### src/rtl/ttt_pkg.sv
// Shared types and constants for the tic-tac-toe game sequencer.
//   cell_t     : 2-bit cell code (empty / player 1 / player 2)
//   board_t    : 3x3 board of cells, indexed [row][col]
//   state_t    : game FSM states
//   WIN_DRAW   : winner code reported for a full board with no line
//   LINE_CELLS : flat cell indices (row*3+col) of the eight winning lines
package ttt_pkg;

    typedef enum logic [1:0] {
        CellEmpty = 2'b00,
        CellP1    = 2'b01,
        CellP2    = 2'b10
    } cell_t;

    typedef cell_t [2:0][2:0] board_t;

    typedef enum logic [1:0] {
        StWaitMove = 2'b00,
        StPlace    = 2'b01,
        StCheck    = 2'b10,
        StGameOver = 2'b11
    } state_t;

    localparam logic [1:0] WIN_DRAW = 2'b11;

    // Lines 0-2 rows, 3-5 columns, 6 main diagonal, 7 anti-diagonal.
    localparam logic [3:0] LINE_CELLS [8][3] = '{
        '{4'd0, 4'd1, 4'd2},
        '{4'd3, 4'd4, 4'd5},
        '{4'd6, 4'd7, 4'd8},
        '{4'd0, 4'd3, 4'd6},
        '{4'd1, 4'd4, 4'd7},
        '{4'd2, 4'd5, 4'd8},
        '{4'd0, 4'd4, 4'd8},
        '{4'd2, 4'd4, 4'd6}
    };

endpackage

### src/rtl/ttt_line_check.sv
// Combinational check of one winning line of the board.
//   iBOARD : board to inspect
//   iLINE  : line index 0..7 (see LINE_CELLS)
//   oMATCH : all three cells of the line equal and nonzero
//   oCODE  : code of the line's first cell (the winner when oMATCH is high)
module ttt_line_check
    import ttt_pkg::*;
(
    input  board_t     iBOARD,
    input  logic [2:0] iLINE,
    output logic       oMATCH,
    output cell_t      oCODE
);

    logic [17:0] flat;
    logic [1:0]  c0, c1, c2;

    always_comb begin
        // Cell i of the packed board lives at bits [2*i+1:2*i].
        flat   = iBOARD;
        c0     = flat[{LINE_CELLS[iLINE][0], 1'b0} +: 2];
        c1     = flat[{LINE_CELLS[iLINE][1], 1'b0} +: 2];
        c2     = flat[{LINE_CELLS[iLINE][2], 1'b0} +: 2];
        oMATCH = (c0 != 2'b00) && (c0 == c1) && (c1 == c2);
        oCODE  = cell_t'(c0);
    end

endmodule

### src/rtl/ttt_game_sequencer.sv
// Tic-tac-toe game controller for the VGA board renderer.
//   iVGA_CLK     : pixel clock
//   iRST_n       : synchronous reset, active HIGH
//   iVS          : vertical sync (active-low); its registered falling edge is the frame tick
//   iNEW_GAME    : restart pulse
//   iMOVE_VALID / iMOVE_POS / oMOVE_READY : move handshake, cell index row*3+col
//   oMOVE_REJECT : one-cycle pulse for an illegal move
//   oMATRIZ      : displayed board, refreshed from the shadow board on frame ticks only
//   oTURN        : player to move (0 = P1), oWINNER / oWIN_LINE / oGAME_OVER : result
module ttt_game_sequencer
    import ttt_pkg::*;
#(
    parameter int unsigned TIMEOUT_FRAMES = 600
) (
    input  logic                 iVGA_CLK,
    input  logic                 iRST_n,
    input  logic                 iVS,
    input  logic                 iNEW_GAME,
    input  logic                 iMOVE_VALID,
    input  logic [3:0]           iMOVE_POS,
    output logic                 oMOVE_READY,
    output logic                 oMOVE_REJECT,
    output logic [2:0][2:0][1:0] oMATRIZ,
    output logic                 oTURN,
    output logic [1:0]           oWINNER,
    output logic [2:0]           oWIN_LINE,
    output logic                 oGAME_OVER
);

    localparam int unsigned FcW = (TIMEOUT_FRAMES == 0) ? 1 : $clog2(TIMEOUT_FRAMES + 1);
    localparam logic [FcW-1:0] TimeoutLast = FcW'(TIMEOUT_FRAMES - 1);

    state_t         state_q, state_d;
    logic [17:0]    shadow_q, shadow_d;
    logic [17:0]    matriz_q;
    logic [3:0]     moves_q, moves_d;
    logic           turn_q, turn_d;
    logic [1:0]     winner_q, winner_d;
    logic [2:0]     win_line_q, win_line_d;
    logic [2:0]     k_q, k_d;
    logic [FcW-1:0] fcnt_q, fcnt_d;
    logic           reject_q, reject_d;
    logic           place_ok_q, place_ok_d;
    logic           vs_q, tick_q;

    logic           pos_legal;
    logic [1:0]     cur_code;
    logic           line_match;
    cell_t          line_code;

    ttt_line_check u_line_check (
        .iBOARD (board_t'(shadow_q)),
        .iLINE  (k_q),
        .oMATCH (line_match),
        .oCODE  (line_code)
    );

    always_comb begin
        state_d    = state_q;
        shadow_d   = shadow_q;
        moves_d    = moves_q;
        turn_d     = turn_q;
        winner_d   = winner_q;
        win_line_d = win_line_q;
        k_d        = k_q;
        fcnt_d     = fcnt_q;
        reject_d   = 1'b0;
        place_ok_d = place_ok_q;

        cur_code  = turn_q ? 2'b10 : 2'b01;
        // Out-of-range positions fail the first term, so the select below never matters for them.
        pos_legal = (iMOVE_POS <= 4'd8) && (shadow_q[{iMOVE_POS, 1'b0} +: 2] == 2'b00);

        unique case (state_q)
            StWaitMove: begin
                if (iMOVE_VALID) begin
                    // Legality is resolved at the handshake so PLACE already shows the result.
                    state_d = StPlace;
                    fcnt_d  = '0;
                    if (pos_legal) begin
                        shadow_d[{iMOVE_POS, 1'b0} +: 2] = cur_code;
                        moves_d    = moves_q + 4'd1;
                        place_ok_d = 1'b1;
                    end else begin
                        reject_d   = 1'b1;
                        place_ok_d = 1'b0;
                    end
                end else if (tick_q && (TIMEOUT_FRAMES != 0)) begin
                    if (fcnt_q == TimeoutLast) begin
                        turn_d = ~turn_q;
                        fcnt_d = '0;
                    end else if (fcnt_q != '1) begin
                        fcnt_d = fcnt_q + 1'b1;
                    end
                end
            end
            StPlace: begin
                k_d     = 3'd0;
                state_d = place_ok_q ? StCheck : StWaitMove;
            end
            StCheck: begin
                // Only the first matching line is latched.
                if (line_match && (winner_q == 2'b00)) begin
                    winner_d   = line_code;
                    win_line_d = k_q;
                end
                k_d = k_q + 3'd1;
                if (k_q == 3'd7) begin
                    if ((winner_q != 2'b00) || line_match) begin
                        state_d = StGameOver;
                    end else if (moves_q == 4'd9) begin
                        winner_d = WIN_DRAW;
                        state_d  = StGameOver;
                    end else begin
                        turn_d  = ~turn_q;
                        state_d = StWaitMove;
                    end
                end
            end
            StGameOver: begin
                state_d = StGameOver;
            end
            default: state_d = StWaitMove;
        endcase

        // A restart overrides everything, including a handshake in the same cycle.
        if (iNEW_GAME) begin
            state_d    = StWaitMove;
            shadow_d   = '0;
            moves_d    = 4'd0;
            turn_d     = 1'b0;
            winner_d   = 2'b00;
            win_line_d = 3'd0;
            k_d        = 3'd0;
            fcnt_d     = '0;
            reject_d   = 1'b0;
            place_ok_d = 1'b0;
        end
    end

    always_ff @(posedge iVGA_CLK) begin
        if (iRST_n) begin
            state_q    <= StWaitMove;
            shadow_q   <= '0;
            matriz_q   <= '0;
            moves_q    <= 4'd0;
            turn_q     <= 1'b0;
            winner_q   <= 2'b00;
            win_line_q <= 3'd0;
            k_q        <= 3'd0;
            fcnt_q     <= '0;
            reject_q   <= 1'b0;
            place_ok_q <= 1'b0;
            vs_q       <= 1'b1;
            tick_q     <= 1'b0;
        end else begin
            state_q    <= state_d;
            shadow_q   <= shadow_d;
            moves_q    <= moves_d;
            turn_q     <= turn_d;
            winner_q   <= winner_d;
            win_line_q <= win_line_d;
            k_q        <= k_d;
            fcnt_q     <= fcnt_d;
            reject_q   <= reject_d;
            place_ok_q <= place_ok_d;
            vs_q       <= iVS;
            tick_q     <= vs_q & ~iVS;
            // Copies the pre-write shadow if a move lands in the same cycle.
            if (tick_q) begin
                matriz_q <= shadow_q;
            end
        end
    end

    assign oMOVE_READY  = (state_q == StWaitMove);
    assign oGAME_OVER   = (state_q == StGameOver);
    assign oMOVE_REJECT = reject_q;
    assign oMATRIZ      = matriz_q;
    assign oTURN        = turn_q;
    assign oWINNER      = winner_q;
    assign oWIN_LINE    = win_line_q;

endmodule
### config.mk
export PLATFORM = sky130hd
export DESIGN_NAME = ttt_game_sequencer
export DESIGN_NICKNAME = d
export VERILOG_FILES = /design/src/rtl/ttt_pkg.sv /design/src/rtl/ttt_line_check.sv /design/src/rtl/ttt_game_sequencer.sv
export SDC_FILE = /design/constraint.sdc
export NUM_CORES = 1
export LEC_CHECK = 0
export ABC_AREA = 1
export BUFFER_PORTS_ARGS = -buffer_cell sky130_fd_sc_hd__buf_2
export CORE_AREA = 2 2 83 85
export CTS_CLUSTER_SIZE = 14
export DETAILED_ROUTE_END_ITERATION = 10
export DIE_AREA = 0 0 85 87
export GPL_TIMING_DRIVEN = 0
export PLACE_DENSITY = 0.8
export SLEW_MARGIN = 20
export SYNTH_ARGS = -nofsm -noshare
export SYNTH_HDL_FRONTEND = slang
export SYNTH_SLANG_ARGS = --single-unit
### constraint.sdc
create_clock -name iVGA_CLK -period 2.8 [get_ports iVGA_CLK]
set_input_delay 0.7 -clock iVGA_CLK [delete_from_list [all_inputs] [get_ports iVGA_CLK]]
set_output_delay 0.7 -clock iVGA_CLK [all_outputs]
set_load 0.01 [all_outputs]
==> out/metrics.yaml <==
floorplanning:
  floorplan.initialDensity_pct: 57.05
  design.core.area_um2: 6569
  number_of_cell_rows: 30
  die_height_um: 87
  die_area_um2: 7395
  die_x_extent_um: 85
  ios: 36
critical_path:
  critical_path_peak_fanout: 9
  critPathArrivalTime_ps: 2750
  slowest_delay_ps: 410
  cp_cell_sequence: "inv_2, ha_2, nor2_4, inv_1, nand2_1, nand3_1, nand2_1, nand2_1, nand2_1, nand2_1, nand2_1, nand2_1, inv_1, nand3_2, nand3_1, nand2_1, a21oi_1, nor2_1"
  cpMaxStageDelayCell: "dfxtp_4"
  crit_required_ps: 3040
  critPathBufInv: 3
  cpMostUsedCell: "nand2_1"
  end_kind: "flip-flop"
  startpoint_type: "flip-flop"
  setup.worst_path.class: "flip-flop to flip-flop"
  largest_delay_share_family_worst_path: "simple AND/OR/NAND/NOR gates"
timing:
  post-route-period-util_pct: 89.71
  finalCriticalPeriod_ps: 2512
  report.final.slew_viol_count: 0
  fin_tns_setup_ps: 0
  clock-skew-final_ps: 10.13
  timing_hold_violations_final: 0
  maxClockFrequency_mhz: 398.1
  setup_repair_after_global_routing_missed_its_margin: "false"
  finalSetupViolCount: 0
  tightest_slew_ps: 671.3
  slew_headroom_pct: 54.09
clocking:
  ctsLongestPathBuffers: 2
  post_cts.repair.setup_buffers: 0
  cts_hold_buffers: 0
  clock_pin_slew_on_the_worst_setup_and_hold_paths_ps: 80
  numCtsBuffers: 9
  number_of_cells_upsized_or_downsized_after_cts: 1
  clock_tree_from_tritoncts: "built"
  clkLatencyLatePin_ps: 350
  cts_root_buf: "clkbuf_8"
  numClockSinks: 65
  clock_tree.htree_level_count: 3
synth:
  synth_edf_count: 0
  synth-seq-area-share_pct: 34.72
  synthArstFlopShare_pct: 0
  synth_commonest_cells: "nand2_1, nand3_1, inv_1"
  synthDistinctLibCells: 35
  yosysMostFrequentCell: "nand2_1"
  netlist_top_cells_area: "dfxtp_1, nand2_1, nand3_1, inv_1, ha_1"
  synth.largest_area_cell: "dfxtp_1"
  post-synth-top-area-fraction_pct: 34.72
  yosys_warnings: 0
  net_count_synth: 595
  area_of_the_mapped_netlist_um2: 3747
  netlist_instances: 570
  post_synth.cell_area_avg_um2: 6.574
  synth_flop_cell: "dfxtp_1"
  ys_ff_latch: 65
min_path:
  holdCritPathClass: "flip-flop to flip-flop"
drt:
  routed_wirelength_um: 9514
  detailedRoute.firstIterationViolations: 301
  route.detailed.wl_per_inst_um: 13.57
  postRouteAntennaNets: 0
  detailroute.via_count: 3998
  detail_route.drc_violations: 0
  first_pass_iters: 6
  routed_via_density: 5.703
placed_design:
  placement.io_buffers: 35
  detailed_place.area_um2: 4023
  routabilityCongestion: 0.9701
  post-dp-hpwl_um: 7245
power:
  power.density_cell_area_nw_per_um2: 433.5
  p_leak_uw: 0.001848
  worst_supply_voltage_drop_on_vdd_uv: 303.1
flow_run:
  total_of_max_cap_violations: 0
status:
  status: "finished clean"
cells_and_area:
  layout-area-overhead-vs-synth_pct: 12.32
  num-fill-cells: 608
  multi_input_comb_area_um2: 2123
  antenna_cell_count: 0
  num-nets-final: 641
  fin_area_um2: 4209
  drive_gt1_share_pct: 13.37
  layout.area.seq_um2: 1306
global_route:
  initial_antenna_violation_count: 0
  grt.total_usage_pct: 26.45
  overflow: 0
  vias_in_the_first_global_route: 3579
  grt_start_max_net_pins: 13
  grt_pass1_wl_um: 15730
==> report_power, final <==
| group | total, uW | internal [uW] | switching, uW | leakage, uW |
|---|---|---|---|---|
| combinational | 171 | 55.8 | 115 | 0.00123 |
| sequential | 955 | 943 | 11.2 | 0.000528 |
| clock | 699 | 324 | 375 | 0.0000866 |
| total | 1820 | 1320 | 502 | 0.00185 |
==> cell type report <==
type	count	area share [%]
Clock buffer	10	3.032
Tap cell	80	2.378
Clock inverter	6	1.040
Buffer	13	1.486
Timing Repair Buffer	35	4.162
Sequential cell	65	31.03
Multi-Input combinational cell	420	50.45
Inverter	72	6.421
==> cells by family after synthesis <==
group	after synthesis	synth area share (%)
buffers and inverters	85	8.881
AOI/OAI and AO/OA	77	12.09
DFF	65	34.72
and+or+nand+nor	326	38.73
xor gates and xnor gates	1	0.2338
adders and majority gates	16	5.342
==> sequential cells by signal, summed over array words and instances (netlist names) <==
register,flops
fcnt_q,10
k_q,3
moves_q,4
oMATRIZ,18
oMOVE_REJECT,1
oTURN,1
oWINNER,2
oWIN_LINE,3
place_ok_q,1
shadow_q,18
state_q,2
tick_q,1
vs_q,1
==> through the flow <==
| stage | util [%] | hold WS [ps] | worst slack (ps) | cells | power [uW] |
|---|---|---|---|---|---|
| 2_1_floorplan | - | 392.4 | 508.5 | 570 | 1091 |
| 3_5_place_dp | 61.24 | 409.8 | 2.095 | 685 | 1147 |
| 4_1_cts | 63.87 | 421.3 | 87.19 | 701 | 1836 |
| 3_3_place_gp | 61.24 | 398.0 | 51.53 | 685 | 1142 |
| 6_report | 64.08 | 416.5 | 288.0 | 701 | 1825 |
| 5_1_grt | 64.08 | 445.4 | 51.43 | 701 | 1895 |
==> path summary, 6_finish.rpt <==
| check | startpoint | to | slack (ps) | cells past startpoint |
|---|---|---|---|---|
| worst min register to register | vs_q$_SDFF_PP1_ | tick_q$_SDFF_PP0_ | 420 | 2 |
| worst max register to register | k_q[0]$_SDFFE_PP0P_ | oTURN$_SDFFE_PP0P_ | 290 | 18 |
| worst max-delay path | k_q[0]$_SDFFE_PP0P_ | oTURN$_SDFFE_PP0P_ | 290 | 18 |
| worst min-delay path | vs_q$_SDFF_PP1_ | tick_q$_SDFF_PP0_ | 420 | 2 |
==> placed cells by master (no fill, tap or decap), types with 2 or more instances in the layout <==
cell type  netlist  final
clkbuf_1         5      6
a21oi_1         38     38
clkbuf_8         0      9
nor3_1          30     30
dfxtp_1         65     63
nor2_1          53     52
clkinv_2         0      2
inv_1           67     66
nand2_1        136    136
buf_2            5     40
a211oi_1        17     17
nand3_1         78     78
o21ai_0         11     11
nand2_4          3      3
ha_1            16     15
clkinv_4         0      2
nor4_1           4      4
o311ai_0         2      2
o211ai_1         2      2
nand4_1          5      5
nor2_2           2      2
nand2_2          8      8
inv_2            4      5
buf_1            2      2
or2_2            3      3
o21ai_1          2      2
==> worst reg2reg max path, cell delays in order, from the launching register on <==
cell and delay (ps):
dfxtp_4 410, inv_2 80, ha_2 360, nor2_4 150, inv_1 100, nand2_1 160, nand3_1 140, nand2_1 90
nand2_1 40, nand2_1 100, nand2_1 70, nand2_1 50, nand2_1 40, inv_1 50, nand3_2 110, nand3_1 110
nand2_1 120, a21oi_1 180, nor2_1 60
==> per-layer routing <==
layer,vias up,GRT usage (%),wire [um]
met1,1825,33.14,4100
li1,1994,-,-
met3,39,4.076,546
met2,140,43.96,4494
met4,0,14.00,372
met5,-,0,0
Power figures use the tool's default switching activity.
